### config.mk
export PLATFORM = sky130hd
export DESIGN_NAME = iomem_gpio_bank
export DESIGN_NICKNAME = d
export VERILOG_FILES = /design/src/rtl/gpio_pkg.sv /design/src/rtl/gpio_sync_edge.sv /design/src/rtl/iomem_gpio_bank.sv
export SDC_FILE = /design/constraint.sdc
export NUM_CORES = 1
export LEC_CHECK = 0
export BUFFER_PORTS_ARGS = -buffer_cell sky130_fd_sc_hd__buf_2
export CORE_MARGIN = 8
export CORE_UTILIZATION = 44
export DETAILED_ROUTE_END_ITERATION = 12
export PLACE_DENSITY = 0.85
export SLEW_MARGIN = 20
export SYNTH_ARGS = -nofsm -noshare
export SYNTH_HDL_FRONTEND = slang
export SYNTH_SLANG_ARGS = --single-unit
### constraint.sdc
create_clock -name clk -period 4.2 [get_ports clk]
set_clock_uncertainty 0.05 [all_clocks]
set_input_delay 0.42 -clock clk [delete_from_list [all_inputs] [get_ports clk]]
set_output_delay 0.42 -clock clk [all_outputs]
set_load 0.01 [all_outputs]
### src/rtl/gpio_pkg.sv
// Shared definitions for the iomem GPIO bank: register offsets and the offset decoder.
package gpio_pkg;

  localparam int MAX_PINS = 32;

  localparam logic [7:0] GPIO_OFS_OUT  = 8'h00;
  localparam logic [7:0] GPIO_OFS_DIR  = 8'h04;
  localparam logic [7:0] GPIO_OFS_IN   = 8'h08;
  localparam logic [7:0] GPIO_OFS_EN   = 8'h0C;
  localparam logic [7:0] GPIO_OFS_EDGE = 8'h10;
  localparam logic [7:0] GPIO_OFS_STAT = 8'h14;

  typedef enum logic [2:0] {
    REG_OUT,
    REG_DIR,
    REG_IN,
    REG_EN,
    REG_EDGE,
    REG_STAT,
    REG_NONE
  } gpio_reg_e;

  // Byte lane bits [1:0] are ignored: every register is word aligned.
  function automatic gpio_reg_e gpio_decode(input logic [7:0] ofs);
    gpio_reg_e r;
    case ({ofs[7:2], 2'b00})
      GPIO_OFS_OUT:  r = REG_OUT;
      GPIO_OFS_DIR:  r = REG_DIR;
      GPIO_OFS_IN:   r = REG_IN;
      GPIO_OFS_EN:   r = REG_EN;
      GPIO_OFS_EDGE: r = REG_EDGE;
      GPIO_OFS_STAT: r = REG_STAT;
      default:       r = REG_NONE;
    endcase
    return r;
  endfunction

endpackage

### src/rtl/gpio_sync_edge.sv
// One pin: SYNC_STAGES-deep input synchroniser plus optional edge detector.
module gpio_sync_edge #(
  parameter int SYNC_STAGES = 2,
  parameter bit EDGE_EN     = 1'b1
) (
  input  logic clk,
  input  logic rst_n,
  input  logic din,
  input  logic edge_sel,
  input  logic arm,
  output logic sync,
  output logic evt
);

  logic [SYNC_STAGES-1:0] sync_q, sync_d;

  always_comb begin
    sync_d = {sync_q[SYNC_STAGES-2:0], din};
  end

  always_ff @(posedge clk or negedge rst_n) begin
    if (!rst_n) sync_q <= '0;
    else        sync_q <= sync_d;
  end

  assign sync = sync_q[SYNC_STAGES-1];

  generate
    if (EDGE_EN) begin : g_edge
      logic last_q, last_d;

      always_comb begin
        last_d = sync;
      end

      always_ff @(posedge clk or negedge rst_n) begin
        if (!rst_n) last_q <= 1'b0;
        else        last_q <= last_d;
      end

      // edge_sel=0 selects rising, 1 selects falling; arm masks the start-up transient.
      assign evt = arm & (edge_sel ? (last_q & ~sync) : (~last_q & sync));
    end else begin : g_no_edge
      logic unused_edge;
      assign unused_edge = edge_sel ^ arm;
      assign evt         = 1'b0;
    end
  endgenerate

endmodule

### src/rtl/iomem_gpio_bank.sv
// GPIO bank on the PicoSoC iomem bus. Define GPIO_IRQ_EN to build the edge-interrupt
// registers (IRQ_EN/IRQ_EDGE/IRQ_STAT) and irq output; otherwise irq is tied low.
module iomem_gpio_bank
  import gpio_pkg::*;
#(
  parameter int          NUM_PINS    = 8,
  parameter logic [31:0] BASE_ADDR   = 32'h0300_0000,
  parameter int          SYNC_STAGES = 2
) (
  input  logic                clk,
  input  logic                resetn,
  input  logic                iomem_valid,
  output logic                iomem_ready,
  input  logic [3:0]          iomem_wstrb,
  input  logic [31:0]         iomem_addr,
  input  logic [31:0]         iomem_wdata,
  output logic [31:0]         iomem_rdata,
  input  logic [NUM_PINS-1:0] pin_di,
  output logic [NUM_PINS-1:0] pin_do,
  output logic [NUM_PINS-1:0] pin_oe,
  output logic                irq
);

`ifdef GPIO_IRQ_EN
  localparam bit IRQ_BUILD = 1'b1;
`else
  localparam bit IRQ_BUILD = 1'b0;
`endif

  function automatic logic [31:0] widen(input logic [NUM_PINS-1:0] v);
    logic [31:0] r;
    r              = '0;
    r[NUM_PINS-1:0] = v;
    return r;
  endfunction

  function automatic logic [31:0] lane_mask(input logic [3:0] s);
    logic [31:0] m;
    for (int k = 0; k < 4; k++) m[8*k +: 8] = {8{s[k]}};
    return m;
  endfunction

  function automatic logic [NUM_PINS-1:0] merge(input logic [NUM_PINS-1:0] old,
                                                input logic [31:0] d,
                                                input logic [3:0] s);
    return NUM_PINS'((widen(old) & ~lane_mask(s)) | (d & lane_mask(s)));
  endfunction

  logic                sel, acc, wr;
  gpio_reg_e           reg_sel;
  logic [31:0]         rd_val;
  logic                ready_q, ready_d;
  logic [31:0]         rdata_q, rdata_d;
  logic [NUM_PINS-1:0] out_q, out_d;
  logic [NUM_PINS-1:0] dir_q, dir_d;
  logic [NUM_PINS-1:0] in_w, evt_w, edge_w;
  logic                arm_w;

  assign sel     = (iomem_addr[31:8] == BASE_ADDR[31:8]);
  assign acc     = sel & iomem_valid & ~ready_q;
  assign wr      = acc & (|iomem_wstrb);
  assign reg_sel = gpio_decode(iomem_addr[7:0]);

`ifdef GPIO_IRQ_EN
  localparam int                CNT_W   = $clog2(SYNC_STAGES + 2);
  localparam logic [CNT_W-1:0]  ARM_CNT = CNT_W'(SYNC_STAGES + 1);

  logic [NUM_PINS-1:0] en_q, en_d;
  logic [NUM_PINS-1:0] edge_q, edge_d;
  logic [NUM_PINS-1:0] stat_q, stat_d;
  logic [CNT_W-1:0]    cnt_q, cnt_d;

  // Events stay masked until the sync chain and edge flop hold real pin data.
  assign arm_w  = (cnt_q == ARM_CNT);
  assign edge_w = edge_q;

  always_comb begin
    en_d   = en_q;
    edge_d = edge_q;
    stat_d = stat_q;
    cnt_d  = arm_w ? cnt_q : cnt_q + CNT_W'(1);
    if (wr) begin
      case (reg_sel)
        REG_EN:   en_d   = merge(en_q, iomem_wdata, iomem_wstrb);
        REG_EDGE: edge_d = merge(edge_q, iomem_wdata, iomem_wstrb);
        REG_STAT: stat_d = stat_q & ~NUM_PINS'(iomem_wdata & lane_mask(iomem_wstrb));
        default:  ;
      endcase
    end
    // A new event on a bit being cleared in the same cycle keeps it set.
    stat_d = stat_d | evt_w;
  end

  always_ff @(posedge clk or negedge resetn) begin
    if (!resetn) begin
      en_q   <= '0;
      edge_q <= '0;
      stat_q <= '0;
      cnt_q  <= '0;
    end else begin
      en_q   <= en_d;
      edge_q <= edge_d;
      stat_q <= stat_d;
      cnt_q  <= cnt_d;
    end
  end

  assign irq = |(stat_q & en_q);
`else
  logic unused_evt;
  assign arm_w      = 1'b0;
  assign edge_w     = '0;
  assign unused_evt = ^evt_w;
  assign irq        = 1'b0;
`endif

  generate
    for (genvar i = 0; i < NUM_PINS; i++) begin : g_pin
      gpio_sync_edge #(
        .SYNC_STAGES (SYNC_STAGES),
        .EDGE_EN     (IRQ_BUILD)
      ) u_pin (
        .clk      (clk),
        .rst_n    (resetn),
        .din      (pin_di[i]),
        .edge_sel (edge_w[i]),
        .arm      (arm_w),
        .sync     (in_w[i]),
        .evt      (evt_w[i])
      );
    end
  endgenerate

  always_comb begin
    rd_val = '0;
    case (reg_sel)
      REG_OUT:  rd_val = widen(out_q);
      REG_DIR:  rd_val = widen(dir_q);
      REG_IN:   rd_val = widen(in_w);
`ifdef GPIO_IRQ_EN
      REG_EN:   rd_val = widen(en_q);
      REG_EDGE: rd_val = widen(edge_q);
      REG_STAT: rd_val = widen(stat_q);
`endif
      default:  rd_val = '0;
    endcase
  end

  always_comb begin
    ready_d = acc;
    rdata_d = acc ? rd_val : rdata_q;
    out_d   = out_q;
    dir_d   = dir_q;
    if (wr) begin
      case (reg_sel)
        REG_OUT: out_d = merge(out_q, iomem_wdata, iomem_wstrb);
        REG_DIR: dir_d = merge(dir_q, iomem_wdata, iomem_wstrb);
        default: ;
      endcase
    end
  end

  always_ff @(posedge clk or negedge resetn) begin
    if (!resetn) begin
      ready_q <= 1'b0;
      rdata_q <= '0;
      out_q   <= '0;
      dir_q   <= '1;
    end else begin
      ready_q <= ready_d;
      rdata_q <= rdata_d;
      out_q   <= out_d;
      dir_q   <= dir_d;
    end
  end

  assign iomem_ready = ready_q;
  assign iomem_rdata = rdata_q;
  assign pin_do      = out_q;
  assign pin_oe      = ~dir_q;

endmodule

==> results.md <==
- Post-Syn Area: about 1900 µm²
- ANT nets after route: 0
- Mean Syn Cell Area: 12.0 µm²
- Worst Hold Class: in2reg
- Via count: 1349
- Cells after Synth: about 160
- CP Launch Type: input port
- Largest net degree at the start of global routing: 42
- Setup TNS: 0 ns
- Global Route Usage Sum: a little over an eighth
- Ys Warns: 0
- Initial core utilization: 46.2%
- Final setup violation count: 0
- Htree depth: 2
- Hold Path Origin: pin_di[3]
- Area Overhead vs Synth: 22.4%
- First-pass GRT wire length: about 6.5 mm
- Pleak: 1.18 nW
- Die ar.: about 6600 µm²
- Die height: 81.1 µm
- Initial antenna violation count: 0
- Met3 usage: under 10%
- Finished Cell Area: roughly 2300 µm²
- Area leader, netlist: dfrtp_1
- Netlist cell types: 22
- Max VDD drop: approximately 330 µV
- Share of the synthesized area in the top cell type: between 40% and 50%
- RR Startpoint: iomem_ready
- Clk slew on worst S/H paths: about 0.070 ns
- Ranking of synthesized cells by area: dfrtp_1 44%, dfstp_2 11%, buf_4 10%
- CTS tree: built
- Max Freq: just under 400 MHz
- Die X: between 80 and 90 µm
- Root Driver: clkbuf_8
- Met2 Use GR: between 20% and 30%
- PwrDens: approximately 320 nW/µm²
- Most used routing layer: met2
- Most frequent cells in the layout: 74 x buf_2, 33 x dfrtp_1, 25 x conb_1
- Congestion Overflow GR: 0
- Max-Cap Viols: 0
- RSZ-0062 raised after global routing: false
- Post-layout min period: between 2 and 3 ns
- Placed cell area: around 2200 µm²
- Crit-path max FO: 19
- Final cell utilization of the core: 56.6%
- DR iter-0 viols: 43
- Clock insertion delay at the later pin of the skew report: 0.29 ns
- Kind of critical path: in2reg
- # diodes: 0
- Routed WL: 4.33 mm
- Critical path startpoint: iomem_addr[26]
- Slew Limit Fails: 0
- Final HPWL DP: 3.25 mm
- Seq/Total Area, Yosys: 55.6%
- Slew @ Worst Pin: ~0.87 ns
- Worst setup EP type: register
- Slew margin rel.: a little over two fifths
- R2R setup slack: approximately 1.7 ns
- Total CTS buffers: 5
- Post-CTS Hold Buffers: 0
- Fin crit share: approximately three fifths
- Req. time, crit path: roughly 4.3 ns
- Total clock sinks: 41
- Final hold slack: 0.179 ns
- Hold Vio Cnt, Final: 0
- Yosys reg bits: 41
- I/O Buffers: 74
- Commonest non-fill, non-tap cell in the layout: buf_2
- I/O Pins: between 100 and 150
- Row cnt: 23
- Core Area: approximately 4000 µm²
- Outcome: finished, final reports clean
- Arr. time, crit path: approximately 2.7 ns
- Postcts setup bufs: 0
- Proportion of layout cells with a drive suffix above 1: between 40% and 50%
- CTS Buffer Depth: 2
- Vias in the first global route: about 1400
- GPL Wtd Cong: 0.737
- DRC: 0
- # resized after CTS: 0
- DR vias/cell: about 4.8
- DRT Pass-1 Iters: 4
- Pwr Total: approximately 0.74 mW
- Drt wl/cell: 15.4 µm
- Met1 Usage GRT: ~14%
- Final nets: approximately 310
==> cell type report <==
type	instances	area, µm²
fillers	343	1750
flip-flops and latches	41	1040
multi-input cells	99	676
repair buffers	74	370
clock buffers	7	96.3
well taps	50	62.6
inverters	9	33.8
clock inverters	1	5.00
==> path summary, 6_finish.rpt <==
check	to	cells after the start
min in group asynchronous	g_pin[1].u_pin.sync_q[0]	1
worst min register to register	g_pin[1].u_pin.sync_q[1]	0
worst max-delay path	register	5
max in group asynchronous	g_pin[7].u_pin.sync_q[1]	1
worst max register to register	register	4
worst min-delay path	g_pin[3].u_pin.sync_q[0]	1
==> logic make-up after synthesis <==
kind of cell           share of synthesized area [%]
flip-flops                                      55.6
buffers and inverters                           13.0
AND/OR/NAND/NOR                                 9.20
AO/OA/AOI/OAI                                   8.06
multiplexers                                    14.0
other                                          0.201
==> critical path, cell delays in order <==
cell and delay (ns):
buf_2 0.09, nor4b_1 0.30, nand3_1 0.62, nor4_4 0.86
mux2_2 0.41
==> through the flow <==
stage | setup slack [ns] | cells
after CTS | 1.62 | 281
final | 1.61 | 281
after global routing | 1.45 | 281
after floorplan | 2.08 | 179
after global placement | 1.32 | 273
after detailed placement | 1.31 | 273
==> metal layers <==
metal	routed length [µm]	part of all wire, %
met1	1610	37
met2	1990	46
met3	663	15
met4	70	1.6
met5	0	0
==> power by group <==
part | internal [mW] | total [mW] | switching, mW
clock network | 0.148 | 0.278 | 0.129
logic | 0.0222 | 0.0576 | 0.0353
registers | 0.403 | 0.405 | 0.00198
total | 0.573 | 0.740 | 0.166
==> synth_stat cells <==
cell type,instances
o41ai_1,8
inv_1,9
dfrtp_1,33
buf_2,1
nor2b_1,1
nor4_1,5
o21ai_0,8
a21oi_1,8
nand4_2,1
nor4bb_1,1
nor4b_1,1
mux2_2,16
dfstp_2,8
nand3_1,1
or2_2,1
clkbuf_1,4
mux2i_1,8
conb_1,1
nor4_4,2
nor2_1,10
buf_4,25
nand2_1,3
Power figures use the tool's default switching activity.
